### config.mk
export PLATFORM = sky130hd
export DESIGN_NAME = flash_arbiter
export DESIGN_NICKNAME = d
export VERILOG_FILES = /design/src/rtl/flash_arbiter.sv
export SDC_FILE = /design/constraint.sdc
export NUM_CORES = 1
export LEC_CHECK = 0
export BUFFER_PORTS_ARGS = -buffer_cell sky130_fd_sc_hd__buf_2
export CAP_MARGIN = 20
export CORE_ASPECT_RATIO = 1.25
export CORE_MARGIN = 2
export CORE_UTILIZATION = 42
export DETAILED_ROUTE_END_ITERATION = 6
export PLACE_DENSITY = 0.75
export SYNTH_ARGS = -nofsm -noshare
export SYNTH_HDL_FRONTEND = slang
export SYNTH_SLANG_ARGS = --single-unit
### constraint.sdc
create_clock -name clk -period 1.9 [get_ports clk]
set_clock_uncertainty 0.1 [all_clocks]
set_input_delay 0.095 -clock clk [delete_from_list [all_inputs] [get_ports clk]]
set_output_delay 0.095 -clock clk [all_outputs]
set_load 0.02 [all_outputs]
### src/rtl/flash_arbiter.sv
// -----------------------------------------------------------------------------
// flash_arbiter
//
// Two-port, read-only arbiter in front of a parallel NOR flash. Port 0 is the
// video fetch path, port 1 the game logic path. Each transaction:
//   IDLE   -> pick a winner (round-robin on ties), register its address onto
//             MemAdr, assert FlashCS/MemOE, load the wait counter.
//   ACCESS -> count WAIT_CYCLES edges, then latch MemDB into rdata and raise
//             the winner's ack; release FlashCS/MemOE on that same edge.
//   ACK    -> one cycle with exactly one ack high, then back to IDLE.
// With WAIT_CYCLES = W, a request sampled at edge E0 is acked from E0+W to
// E0+W+1 and the earliest following grant is at E0+W+2.
//
// Parameters
//   WAIT_CYCLES  clk cycles address/OE are held before MemDB is sampled (1..15)
//
// Ports
//   clk            system clock, rising edge
//   rst            asynchronous reset, active low
//   req0/req1      read request, port 0 / port 1
//   addr0/addr1    word address [23:1], stable while the matching req is high
//   ack0/ack1      one-cycle read-complete strobe
//   rdata[15:0]    read word, valid while ack0 or ack1 is high, held otherwise
//   busy           high whenever the controller is not IDLE
//   MemAdr[23:1]   flash word address
//   MemDB[15:0]    flash data bus (input)
//   MemOE          flash output enable, active low
//   MemWR          flash write enable, active low, tied inactive
//   FlashCS        flash chip select, active low
//   FlashRp        flash reset/power-down, active low; released one edge after
//                  reset deasserts
// -----------------------------------------------------------------------------
module flash_arbiter #(
  parameter int WAIT_CYCLES = 2
) (
  input  logic        clk,
  input  logic        rst,
  input  logic        req0,
  input  logic        req1,
  input  logic [23:1] addr0,
  input  logic [23:1] addr1,
  output logic        ack0,
  output logic        ack1,
  output logic [15:0] rdata,
  output logic        busy,
  output logic [23:1] MemAdr,
  input  logic [15:0] MemDB,
  output logic        MemOE,
  output logic        MemWR,
  output logic        FlashCS,
  output logic        FlashRp
);

  typedef enum logic [1:0] {
    IDLE   = 2'd0,
    ACCESS = 2'd1,
    ACK    = 2'd2
  } state_t;

  localparam logic [3:0] WAIT_LOAD = 4'(WAIT_CYCLES);

  state_t     state;
  logic [3:0] waitCnt;
  logic       lastGrant;   // port granted most recently (0 or 1)
  logic       curPort;     // port owning the transaction in flight

  logic       anyReq;
  logic       grantPort;
  logic [23:1] grantAddr;

  // Read-only controller: the write strobe never asserts.
  assign MemWR = 1'b1;

  // Winner selection. A lone requester always wins; on a tie the port that
  // was not granted last time wins.
  always_comb begin
    anyReq    = req0 | req1;
    grantPort = 1'b0;
    if (req0 && req1) begin
      grantPort = ~lastGrant;
    end else begin
      grantPort = req1;
    end
    grantAddr = grantPort ? addr1 : addr0;
  end

  always_ff @(posedge clk or negedge rst) begin
    if (!rst) begin
      state     <= IDLE;
      waitCnt   <= 4'd0;
      lastGrant <= 1'b1;   // makes port 0 win the first tie
      curPort   <= 1'b0;
      MemAdr    <= '0;
      rdata     <= '0;
      ack0      <= 1'b0;
      ack1      <= 1'b0;
      busy      <= 1'b0;
      FlashCS   <= 1'b1;
      MemOE     <= 1'b1;
      FlashRp   <= 1'b0;
    end else begin
      // Flash leaves reset/power-down on the first edge after rst releases.
      FlashRp <= 1'b1;

      case (state)
        IDLE: begin
          if (anyReq) begin
            state     <= ACCESS;
            curPort   <= grantPort;
            lastGrant <= grantPort;
            MemAdr    <= grantAddr;
            FlashCS   <= 1'b0;
            MemOE     <= 1'b0;
            waitCnt   <= WAIT_LOAD;
            busy      <= 1'b1;
          end
        end

        ACCESS: begin
          // The edge that would take the counter from 1 to 0 is the sample edge.
          if (waitCnt <= 4'd1) begin
            waitCnt <= 4'd0;
            rdata   <= MemDB;
            ack0    <= ~curPort;
            ack1    <= curPort;
            FlashCS <= 1'b1;
            MemOE   <= 1'b1;
            state   <= ACK;
          end else begin
            waitCnt <= waitCnt - 4'd1;
          end
        end

        ACK: begin
          // Requests are ignored here; a req still high is seen again in IDLE.
          ack0  <= 1'b0;
          ack1  <= 1'b0;
          busy  <= 1'b0;
          state <= IDLE;
        end

        default: begin
          ack0    <= 1'b0;
          ack1    <= 1'b0;
          busy    <= 1'b0;
          FlashCS <= 1'b1;
          MemOE   <= 1'b1;
          state   <= IDLE;
        end
      endcase
    end
  end

`ifndef SYNTHESIS
  ackExclusive: assert property (@(posedge clk) disable iff (!rst)
    !(ack0 && ack1));

  ackOneCycle: assert property (@(posedge clk) disable iff (!rst)
    (state == ACK) |=> (state == IDLE));

  adrHeldInAccess: assert property (@(posedge clk) disable iff (!rst)
    (state == ACCESS) |=> $stable(MemAdr));
`endif

endmodule

======== Word level (Yosys, flattened, before mapping) ========
Cells that the tools add are included.
cells by class
  add/sub/neg operators ................... 1
  $lt $le $gt $ge ......................... 1
  equality and inequality tests ........... 4
  multiplexer cells ....................... 17
  bitwise logic cells ..................... 6
  reduce and logical (&&, ||, !) cells .... 10
operators with widths
  kind                   count
  $mux W23               1
  $reduce_and A2 Y1      6
  $mux W4                2
  $pmux W4 S2            1
  $mux W1                6
  $pmux W1 S2            3
  $not A1 Y1             5
  $le A4 B1 Y1 const B   1
  $mux W2                2
  $ne A2 B2 Y1 const B   2
  $pmux W2 S2            1
  $sub A4 B1 Y4 const B  1
  $pmux W1 S3            1
  $reduce_and A3 Y1      1
  $eq A2 B1 Y1 const B   1
  $eq A2 B2 Y1 const B   1
  $logic_not A2 Y1       1
  $reduce_bool A2 Y1     1
  $logic_and A1 B1 Y1    1
  $or A1 B1 Y1           1
storage, ports and cells
  flip-flop bits (word level) ............. 52
  bits of input ports ..................... 66
  output and inout port bits .............. 46
  logic and storage cells ................. 50

======== Logic depth before layout (Yosys ltp) ========
  depth after elaboration ................. 3
  gate-level depth with buffers ........... 6
  depth with buffers taken out ............ 5

======== Worst setup path before layout ========
No wires, ideal clock.
  kind .................................... register to register
  from .................................... reg waitCnt[0]
  to ...................................... reg rdata[3]
  setup time .............................. 0.125 ns
  data arrival time ....................... 1.663 ns
  data required time ...................... 1.675 ns
  setup slack ............................. 0.011 ns
  stages on the path, launching flop included .. 7
  path buffers ............................ 1
  period minus slack after synthesis ...... 1.889 ns
  cell sequence ........................... dfrtp_1 -> inv_1 -> ha_1 -> nor2_1 -> nor4_4 -> buf_6 -> mux2_4
on the way
  cells in the longest elaborated chain, start to end .. 2
RTL lines
  what                         RTL line  source
  start: declaration           63        logic [3:0] waitCnt;
  start signal: assignment     130       waitCnt <= waitCnt - 4'd1;
  $le A4 B1 Y1                 121       if (waitCnt <= 4'd1) begin
  $reduce_and A2 Y1 (no line)  -
  end signal: assignment       123       rdata <= MemDB;
  end: declaration             44        output logic [15:0] rdata,
Every way passes these cells.
A chain may end at the register's enable or synchronous reset.

======== Worst setup path after layout ========
  from .................................... reg waitCnt[0]
  to ...................................... reg rdata[10]
The elaborated chain is that of the path after synthesis.

==> impl_metrics.json <==
{
  "status": "finished clean",
  "synthArstFlopShare": 1.00,
  "rows": 30,
  "worst_pin_slew_ns": 0.555,
  "ys_types": 34,
  "cts_num_sinks": 52,
  "area_growth_pct": 40.7,
  "drv_slew": 0,
  "p_per_area_nw_per_um2": 1680,
  "layout_common_cells": "buf_2, mux2_2, dfrtp_1",
  "routed_via_density": 4.99,
  "hold_ws_ns": 0.0216,
  "worstSetupPathType": "reg2reg",
  "relSlewSlack": 0.626,
  "setup_viol": 0,
  "clock_latency_ns": 0.30,
  "port_buffers": 110,
  "initial_utilization": 0.437,
  "cts_root_buffer": "clkbuf_8",
  "fin_crit_sh": 0.964,
  "synth_top_family_by_area": "multiplexers",
  "synth_compound_area_frac": 0.0476,
  "core_area_um2": 5480,
  "fin_nets": 369,
  "yosys_register_bits": 52,
  "clockBufferDepth": 2,
  "r2r_start": "waitCnt[0]",
  "grt_pass1_wl_mm": 8.45,
  "path_max_fanout": 10,
  "grt_usage": 0.172,
  "period_minus_slack_ns": 1.83,
  "grt_max_degree": 24,
  "grt.overflow.total": 0,
  "final_common_cell": "buf_2",
  "synthSimpleGateAreaFrac": 0.0470,
  "first_global_vias": 1914,
  "final_antenna_net_count": 0,
  "diodes": 0,
  "place.gp.congestion": 0.762,
  "netlist_instances": 167,
  "drt-pass1-iter-count": 4,
  "num_vias": 1825,
  "place_inst": 338,
  "synth_xor_area_frac": 0,
  "hold_violations": 0,
  "maxCapViolCount": 0,
  "die_h_um": 88.4,
  "die_w_um": 71.5,
  "yosys_most_used_dff": "dfrtp_1",
  "required_ns": 1.99,
  "power.total_w": 0.00566,
  "hold_class": "in2reg",
  "synth_edf_count": 0,
  "tritoncts": "done",
  "fp.dieArea_um2": 6320,
  "ir_worst_vdd_uv": 981,
  "tns_ns": 0,
  "wl_per_cell_um": 14.5,
  "drcViolationCount": 0,
  "cp.arrival_ns": 1.92,
  "hold_start": "req1",
  "numCtsBuffers": 5,
  "cts-htree-levels": 2,
  "drt_iter0_markers": 49,
  "layout-drive-gt1-share": 0.659,
  "clkTransAtPathRegs_ns": 0.09,
  "rsz0062_at_grt": "false",
  "critPathCaptureType": "flip-flop",
  "wl_mm": 5.32,
  "avgSynthCellArea_um2": 14.3,
  "final_cells": 366,
  "yosys_warnings": 0,
  "synthAdderAreaFrac": 0.0105,
  "synth_mux_area_frac": 0.312,
  "seq_area_frac_synth": 0.545,
  "hpwlAfterDp_mm": 3.72,
  "io-pin-count": 112,
  "start_kind": "flip-flop",
  "syn_area_um2": 2390,
  "fmax_mhz": 546,
  "antenna_found_initial": 0,
  "cp-startpoint": "waitCnt[0]",
  "p_leak_nw": 1.62
}
critical path, cell delays in order (launching register included):
cell and delay (ns):
dfrtp_2 0.46, inv_1 0.11, ha_4 0.16, nor2_4 0.06
nor4_4 0.19, buf_4 0.18, buf_12 0.13, mux2_2 0.33
synth_stat cells (all sizes together), types with 2 or more instances:
cell type / number / area share
mux2: 63 / 0.31
dfrtp: 50 / 0.52
buf: 9 / 0.027
inv: 4 / 0.0063
nand2: 4 / 0.0063
nor2: 4 / 0.0063
a21o: 2 / 0.0063
a21oi: 2 / 0.0042
clkbuf: 2 / 0.0037
dfstp: 2 / 0.022
ha: 2 / 0.010
nor2b: 2 / 0.0052
nor3: 2 / 0.0042
o21ai: 2 / 0.0042
o31ai: 2 / 0.0063
where the power goes:
group	switching [W]	leakage (nW)	internal [W]
Clock	0.000337	0.0515	0.000333
Sequential	0.000352	0.612	0.00168
Combinational	0.00150	0.953	0.00147
Total	0.00218	1.62	0.00348
logic make-up (layout without fill, tap and decap cells):
kind of cell	count (synthesis)	in the layout
DFF	52	52
adders and majority gates	2	2
AOI/OAI and AO/OA	16	16
and+or+nand+nor	17	17
muxes	64	64
buffers and inverters	15	149
other	1	2
repair_timing:
item / 4_1_cts / 5_1_grt
hold buffers: 18 / 0
setup buffers: 0 / 1
endpoints found under the setup margin: 0 / 17
endpoints found under the hold margin: 33 / 0
gates resized for setup: 0 / 7
state kept, by name, summed over array words and instances (netlist names):
signal     cells
ack1           1
rdata         16
lastGrant      1
busy           1
FlashRp        1
ack0           1
curPort        1
FlashCS        1
waitCnt        4
state          2
MemAdr        23
path summary, 6_finish.rpt:
path / end / slack, ns / cells after the start
max: rdata[10] / 0.07 / 7
min: lastGrant / 0.02 / 3
max reg2reg: rdata[10] / 0.07 / 7
min reg2reg: busy / 0.40 / 1
max in group asynchronous: lastGrant / 0.94 / 3
min in group asynchronous: FlashRp / 0.14 / 2
final cells by class:
cell class	count	area [um2]
sequential	52	1310
clock buffer	8	100
inverter	4	15.0
fill	447	2110
multi-input combinational	101	1030
tap	64	80.1
timing repair buffer	137	841
layer usage:
| metal | GRT usage | wire (um) | vias up |
|---|---|---|---|
| met4 | 0.0583 | 89 | 0 |
| li1 | - | - | 859 |
| met5 | 0 | 0 | - |
| met2 | 0.320 | 2880 | 65 |
| met1 | 0.195 | 2070 | 893 |
| met3 | 0.0353 | 281 | 8 |
metrics by stage:
step                       util  setup slack [ns]  cell area (um2)
final                     0.615            0.0676             3370
after CTS                 0.604            0.0822             3310
after floorplan               -            0.0115             2400
after global placement    0.553             0.176             3030
after global routing      0.615            0.0263             3370
after detailed placement  0.553             0.107             3030
Power figures use the tool's default switching activity.
